## src/rtl/writeback_stage.sv

```systemverilog
// Writeback stage with built-in MEM/WB register: result select, sub-word load extract/extend, misalign flag.
// Optional retired-instruction counter enabled by defining WB_RETIRE_COUNT_EN.
module writeback_stage #(
    parameter int DATA_W     = 32,
    parameter int REG_ADDR_W = 5,
    parameter int COUNT_W    = 32
) (
    input  logic                  clk,
    input  logic                  rst,
    input  logic                  ena,
    input  logic                  stop,
    input  logic                  valid_in,
    input  logic                  reg_write_in,
    input  logic                  mem_to_reg_in,
    input  logic [1:0]            load_size_in,
    input  logic                  load_unsigned_in,
    input  logic [1:0]            byte_off_in,
    input  logic [DATA_W-1:0]     alu_result,
    input  logic [DATA_W-1:0]     mem_data,
    input  logic [REG_ADDR_W-1:0] rd_in,
    output logic                  reg_write_out,
    output logic [REG_ADDR_W-1:0] WR,
    output logic [DATA_W-1:0]     WD,
    output logic                  misalign_err,
    output logic [COUNT_W-1:0]    retired_count
);

    typedef enum logic [1:0] {
        EMPTY = 2'd0,
        FULL  = 2'd1,
        HELD  = 2'd2
    } state_t;

    localparam logic [1:0] SIZE_HALF = 2'b01;
    localparam logic [1:0] SIZE_BYTE = 2'b10;

    state_t                       state_q, state_d;
    logic                         advance;
    logic                         capture;
    logic                         misalign_p0;
    logic signed [DATA_W-1:0]     wd_sel_p0;
    logic [REG_ADDR_W-1:0]        wr_p1;
    logic signed [DATA_W-1:0]     wd_p1;
    logic                         wen_p1;
    logic                         mis_p1;

    // Sub-word extraction assumes a 32-bit datapath (four little-endian lanes).
    function automatic logic signed [DATA_W-1:0] extract_load(
        input logic [DATA_W-1:0] word,
        input logic [1:0]        size,
        input logic [1:0]        off,
        input logic              uns
    );
        logic [DATA_W-1:0] lane;
        logic [15:0]       half;
        logic signed [DATA_W-1:0] r;
        lane = word >> {off, 3'b000};
        half = off[1] ? word[31:16] : word[15:0];
        case (size)
            SIZE_BYTE: r = $signed({{(DATA_W-8){~uns & lane[7]}}, lane[7:0]});
            SIZE_HALF: r = $signed({{(DATA_W-16){~uns & half[15]}}, half});
            default:   r = $signed(word);
        endcase
        return r;
    endfunction

    assign advance     = ena & ~stop;
    assign capture     = advance & valid_in;
    assign misalign_p0 = mem_to_reg_in & (load_size_in == SIZE_HALF) & byte_off_in[0];
    assign wd_sel_p0   = mem_to_reg_in
                         ? extract_load(mem_data, load_size_in, byte_off_in, load_unsigned_in)
                         : $signed(alu_result);

    always_comb begin
        state_d = state_q;
        if (advance) begin
            state_d = valid_in ? FULL : EMPTY;
        end else if (state_q == FULL) begin
            state_d = HELD;
        end
    end

    always_ff @(posedge clk or negedge rst) begin
        if (!rst) begin
            state_q <= EMPTY;
        end else begin
            state_q <= state_d;
        end
    end

    // MEM/WB boundary: a misaligned load keeps the previous WD and is never written.
    always_ff @(posedge clk or negedge rst) begin
        if (!rst) begin
            wr_p1  <= '0;
            wd_p1  <= '0;
            wen_p1 <= 1'b0;
            mis_p1 <= 1'b0;
        end else if (capture) begin
            wr_p1  <= rd_in;
            wen_p1 <= reg_write_in & ~misalign_p0;
            mis_p1 <= misalign_p0;
            if (!misalign_p0) begin
                wd_p1 <= wd_sel_p0;
            end
        end
    end

    // Strobes are qualified by FULL so a held instruction never writes twice.
    assign reg_write_out = (state_q == FULL) & wen_p1;
    assign misalign_err  = (state_q == FULL) & mis_p1;
    assign WR            = wr_p1;
    assign WD            = wd_p1;

`ifdef WB_RETIRE_COUNT_EN
    logic [COUNT_W-1:0] count_q;

    // Counts on the edge entering FULL so the count includes the instruction now presented.
    always_ff @(posedge clk or negedge rst) begin
        if (!rst) begin
            count_q <= '0;
        end else if (capture) begin
            count_q <= count_q + 1'b1;
        end
    end

    assign retired_count = count_q;
`else
    assign retired_count = '0;
`endif

endmodule

```

## config.mk

```make
export PLATFORM = sky130hd
export DESIGN_NAME = writeback_stage
export DESIGN_NICKNAME = d
export VERILOG_FILES = /design/src/rtl/writeback_stage.sv
export SDC_FILE = /design/constraint.sdc
export NUM_CORES = 1
export LEC_CHECK = 0
export CAP_MARGIN = 40
export CELL_PAD_IN_SITES_DETAIL_PLACEMENT = 1
export CELL_PAD_IN_SITES_GLOBAL_PLACEMENT = 1
export CORE_AREA = 3 3 102 104
export CTS_CLUSTER_DIAMETER = 150
export CTS_CLUSTER_SIZE = 20
export DETAILED_ROUTE_END_ITERATION = 12
export DIE_AREA = 0 0 105 107
export HOLD_SLACK_MARGIN = 0.02
export MAX_ROUTING_LAYER = met4
export PLACE_DENSITY_LB_ADDON = 0.1
export SLEW_MARGIN = 10
export SYNTH_ARGS = -nofsm -noshare
export SYNTH_HDL_FRONTEND = slang
export SYNTH_SLANG_ARGS = --single-unit
```

## constraint.sdc

```tcl
create_clock -name clk -period 1.5 [get_ports clk]
set_clock_uncertainty 0.1 [all_clocks]
set_input_delay 0.225 -clock clk [delete_from_list [all_inputs] [get_ports clk]]
set_output_delay 0.225 -clock clk [all_outputs]
set_load 0.03 [all_outputs]
```

==> impl_results.rst <==
.. list-table::
   :header-rows: 1

   * - Metric
     - Value
   * - Placed wire-length estimate
     - 8550 microns
   * - Yosys Warn Count
     - 0
   * - PwrDens
     - 890 nW/um^2
   * - Reg-to-reg slack, setup
     - 0.62 ns
   * - Port Buffers
     - 119
   * - Overall power of the completed layout
     - 4.46 mW
   * - Share of layout cells above drive strength 1
     - 28.7%
   * - Leading cell type in the layout, fill and taps excluded
     - sky130_fd_sc_hd__clkdlybuf4s50_1
   * - Mapped Avg Cell Area
     - 8.69 sq um
   * - Count of vias placed by the detailed router
     - 3104
   * - Crit-path max FO
     - 6
   * - RR Startpoint
     - WD[14]
   * - Worst-case setup slack after placement
     - -0.707 ns
   * - PnR worst setup slack
     - 0.00737 ns
   * - Number of buffers between clock root and the deepest sink
     - 2
   * - CTS root buf
     - sky130_fd_sc_hd__clkbuf_8
   * - Effective utilization at floorplan
     - 29.5%
   * - Initial antenna violation count
     - 0
   * - Seq/Total Area, Yosys
     - 36.1%
   * - R2R depth
     - 2
   * - H-tree depth reported by CTS
     - 2
   * - Kind of path behind the tightest hold check
     - input pin to asynchronous set/reset pin
   * - Die boundary width
     - 105 microns
   * - Core region area
     - 9640 sq um
   * - F_max
     - 670 MHz
   * - Final wirelength
     - 11400 microns
   * - Wire length of the first global-routing pass
     - 17700 microns
   * - Largest incremental delay on the critical path
     - 0.30 ns
   * - Gr ovfl total
     - 0
   * - Number of violations of the max-capacitance limit
     - 0
   * - Clock period minus worst slack
     - 1.49 ns
   * - Sequence of cells on the critical path
     - dlygate4sd2_1 -> and3b_2 -> o21ai_4 -> bufbuf_16 -> buf_4 -> a221oi_2 -> o21ai_1
   * - Clk sinks
     - 41
   * - Number of diodes
     - 0
   * - Cell total after placement
     - 618
   * - Arrival time reported for the critical path endpoint
     - 1.58 ns
   * - Via-per-instance ratio
     - 4.86
   * - Final setup violation count
     - 0
   * - P&R area growth vs syn
     - 76.3%
   * - Required time of the critical path
     - 1.59 ns
   * - Placed inst area
     - 4600 sq um
   * - Remaining DRCs
     - 0
   * - Netlist area before placement
     - 2840 sq um
   * - Vert. Die Dim
     - 107 microns
   * - Max rail drop VDD
     - 592 uV
   * - Source-to-sink clock delay at the later pin of the worst-skew pair
     - 0.30 ns
   * - Fin crit share
     - 99.5%
   * - Post-Synthesis Cells
     - 327
   * - Leakage component of the power
     - 2.30 nW
   * - Result of the run
     - finished clean
   * - Max-slew violation total from the final report
     - 0
   * - CP Class
     - input pin to register
   * - Rows
     - 36
   * - Critical register-to-register path endpoint
     - WD[14]
   * - Unique masters post-synth
     - 44
   * - Fin nets
     - 588
   * - Fill cells
     - 1147
   * - Final standard cell count with taps included and fillers excluded
     - 639
   * - Critical Path Source Type
     - input pin
   * - TritonCTS clock tree
     - built
   * - Critical Path Sink Type
     - register
   * - Iteration-0 DRC count of the detailed router
     - 118
   * - Vias in the first global route
     - 3221
   * - Synthesized flop and latch total
     - 41
   * - Number of endpoints with negative hold slack in the final report
     - 0
   * - Standard cell with the maximum stage delay on the critical path
     - sky130_fd_sc_hd__and3b_2
   * - TritonCTS Buffers
     - 5
   * - RSZ-0062 raised after global routing
     - yes
   * - Gp weighted congestion
     - 0.843
   * - Antenna Nets Post-Route
     - 0
   * - Final design instance area without fill
     - 5010 sq um
   * - Die Outline Area
     - 11200 sq um
   * - Clock-pin slew on the worst setup and hold paths
     - 0.09 ns
   * - Total iterations of the first detailed-routing run
     - 4
   * - Total routing usage reported by global routing
     - 20.5%
   * - Pin count of the biggest net entering global routing
     - 42
   * - CP startpoint
     - stop
   * - I/O pin count
     - 152
   * - Most frequent cells in the layout
     - sky130_fd_sc_hd__clkdlybuf4s50_1, sky130_fd_sc_hd__buf_4, sky130_fd_sc_hd__dlygate4sd2_1
   * - Detail-routed net length per standard cell
     - 17.9 microns
## critical path, delay by kind of cell
kind | cells | cell delay [ns]
AO/OA/AOI/OAI | 3 | 0.38
AND/OR/NAND/NOR | 1 | 0.30
buffers and inverters | 3 | 0.66
## logic make-up (layout without fill, tap and decap cells)
group | count (synthesis) | after routing | share of synthesized area [%]
AO/OA/AOI/OAI | 86 | 86 | 22.6
adder cells (fa/ha/maj) | 2 | 2 | 0.881
buffers and inverters | 59 | 207 | 12.8
flip-flops | 41 | 41 | 36.1
multiplexers | 11 | 11 | 3.92
other | 1 | 32 | 0.132
AND/OR/NAND/NOR | 127 | 127 | 23.5
## cell type report
cell class | count | area (sq um) | area share [%]
Timing Repair Buffer | 195 | 1860 | 37.2
Sequential cell | 41 | 1030 | 20.5
Tap cell | 133 | 166 | 3.32
Inverter | 4 | 17.5 | 0.350
Clock inverter | 3 | 68.8 | 1.37
Clock buffer | 5 | 68.8 | 1.37
Multi-Input combinational cell | 258 | 1800 | 35.9
## cells in the mapped netlist, drive strengths merged
library cell | n | share of area [%]
buf | 44 | 11
nor2 | 42 | 5.6
dfrtp | 41 | 36
nand2 | 27 | 3.6
o21ai | 20 | 4.8
nor2b | 15 | 3.3
a221oi | 13 | 4.0
o22ai | 13 | 2.9
clkbuf | 11 | 1.5
a21oi | 10 | 1.9
and3b | 10 | 3.1
mux2i | 10 | 3.5
nand2b | 9 | 2.0
o31ai | 8 | 2.1
a211o | 7 | 2.2
a311oi | 7 | 2.2
nor3 | 7 | 1.2
and3 | 4 | 0.88
a211oi | 3 | 0.79
inv | 3 | 0.40
nand3b | 3 | 0.79
nand4 | 3 | 1.2
and2 | 2 | 0.48
and2b | 2 | 0.57
ha | 2 | 0.88
nor3b | 2 | 0.53
a2111o | 1 | 0.40
a22o | 1 | 0.31
a31oi | 1 | 0.22
clkinv | 1 | 0.13
conb | 1 | 0.13
mux2 | 1 | 0.40
nand4b | 1 | 0.31
o22a | 1 | 0.31
o32ai | 1 | 0.57
## power by group
part	total [mW]	switching [mW]	internal, mW
sequential	1.43	0.118	1.31
combinational	1.90	1.09	0.812
clock	1.12	0.454	0.671
total	4.46	1.66	2.80
## sequential cells by signal, indices dropped and copies added, names as in the netlist
name	flops
WD	32
WR	5
mis_p1	1
state_q	2
wen_p1	1
## how the worst max path moves through the flow
| stage | endpoint | slack, ns |
|---|---|---|
| 2_1_floorplan | WD[22] | -0.009 |
| 3_5_place_dp | WD[11] | -0.71 |
| 4_1_cts | WD[19] | -0.007 |
| 6_report | WD[19] | 0.007 |
| 5_1_grt | WD[19] | -0.03 |
| 3_3_place_gp | WD[11] | -0.63 |
## timing repair
item                                   in CTS  in global routing
setup endpoints to repair                  70                 20
setup buffers                               9                  0
hold buffers                                1                  0
cloned                                      3                  0
endpoints found under the hold margin      41                  0
gates resized for setup                    97                  8
pin swaps                                   8                  1
## per-stage QoR
step | setup TNS (ns) | util, % | hold WS (ns)
finish | 0 | 51.9 | 0.319
detailed placement | -20.36 | 47.7 | 0.121
global route | -0.0452 | 51.9 | 0.344
floorplan | -0.0851 | - | -0.171
global placement | -18.71 | 47.7 | 0.119
CTS | -0.00735 | 51.4 | 0.332
## routing by layer
| layer | vias to the layer above | part of all wire [%] | wire length, microns | track usage [%] |
|---|---|---|---|---|
| met5 | - | 0 | 0 | - |
| met4 | 0 | 0.83 | 95 | 3.84 |
| met3 | 7 | 4.5 | 512 | 3.13 |
| met2 | 101 | 49 | 5550 | 33.7 |
| met1 | 1531 | 46 | 5270 | 27.2 |
| li1 | 1465 | - | - | - |
Power figures use the tool's default switching activity.
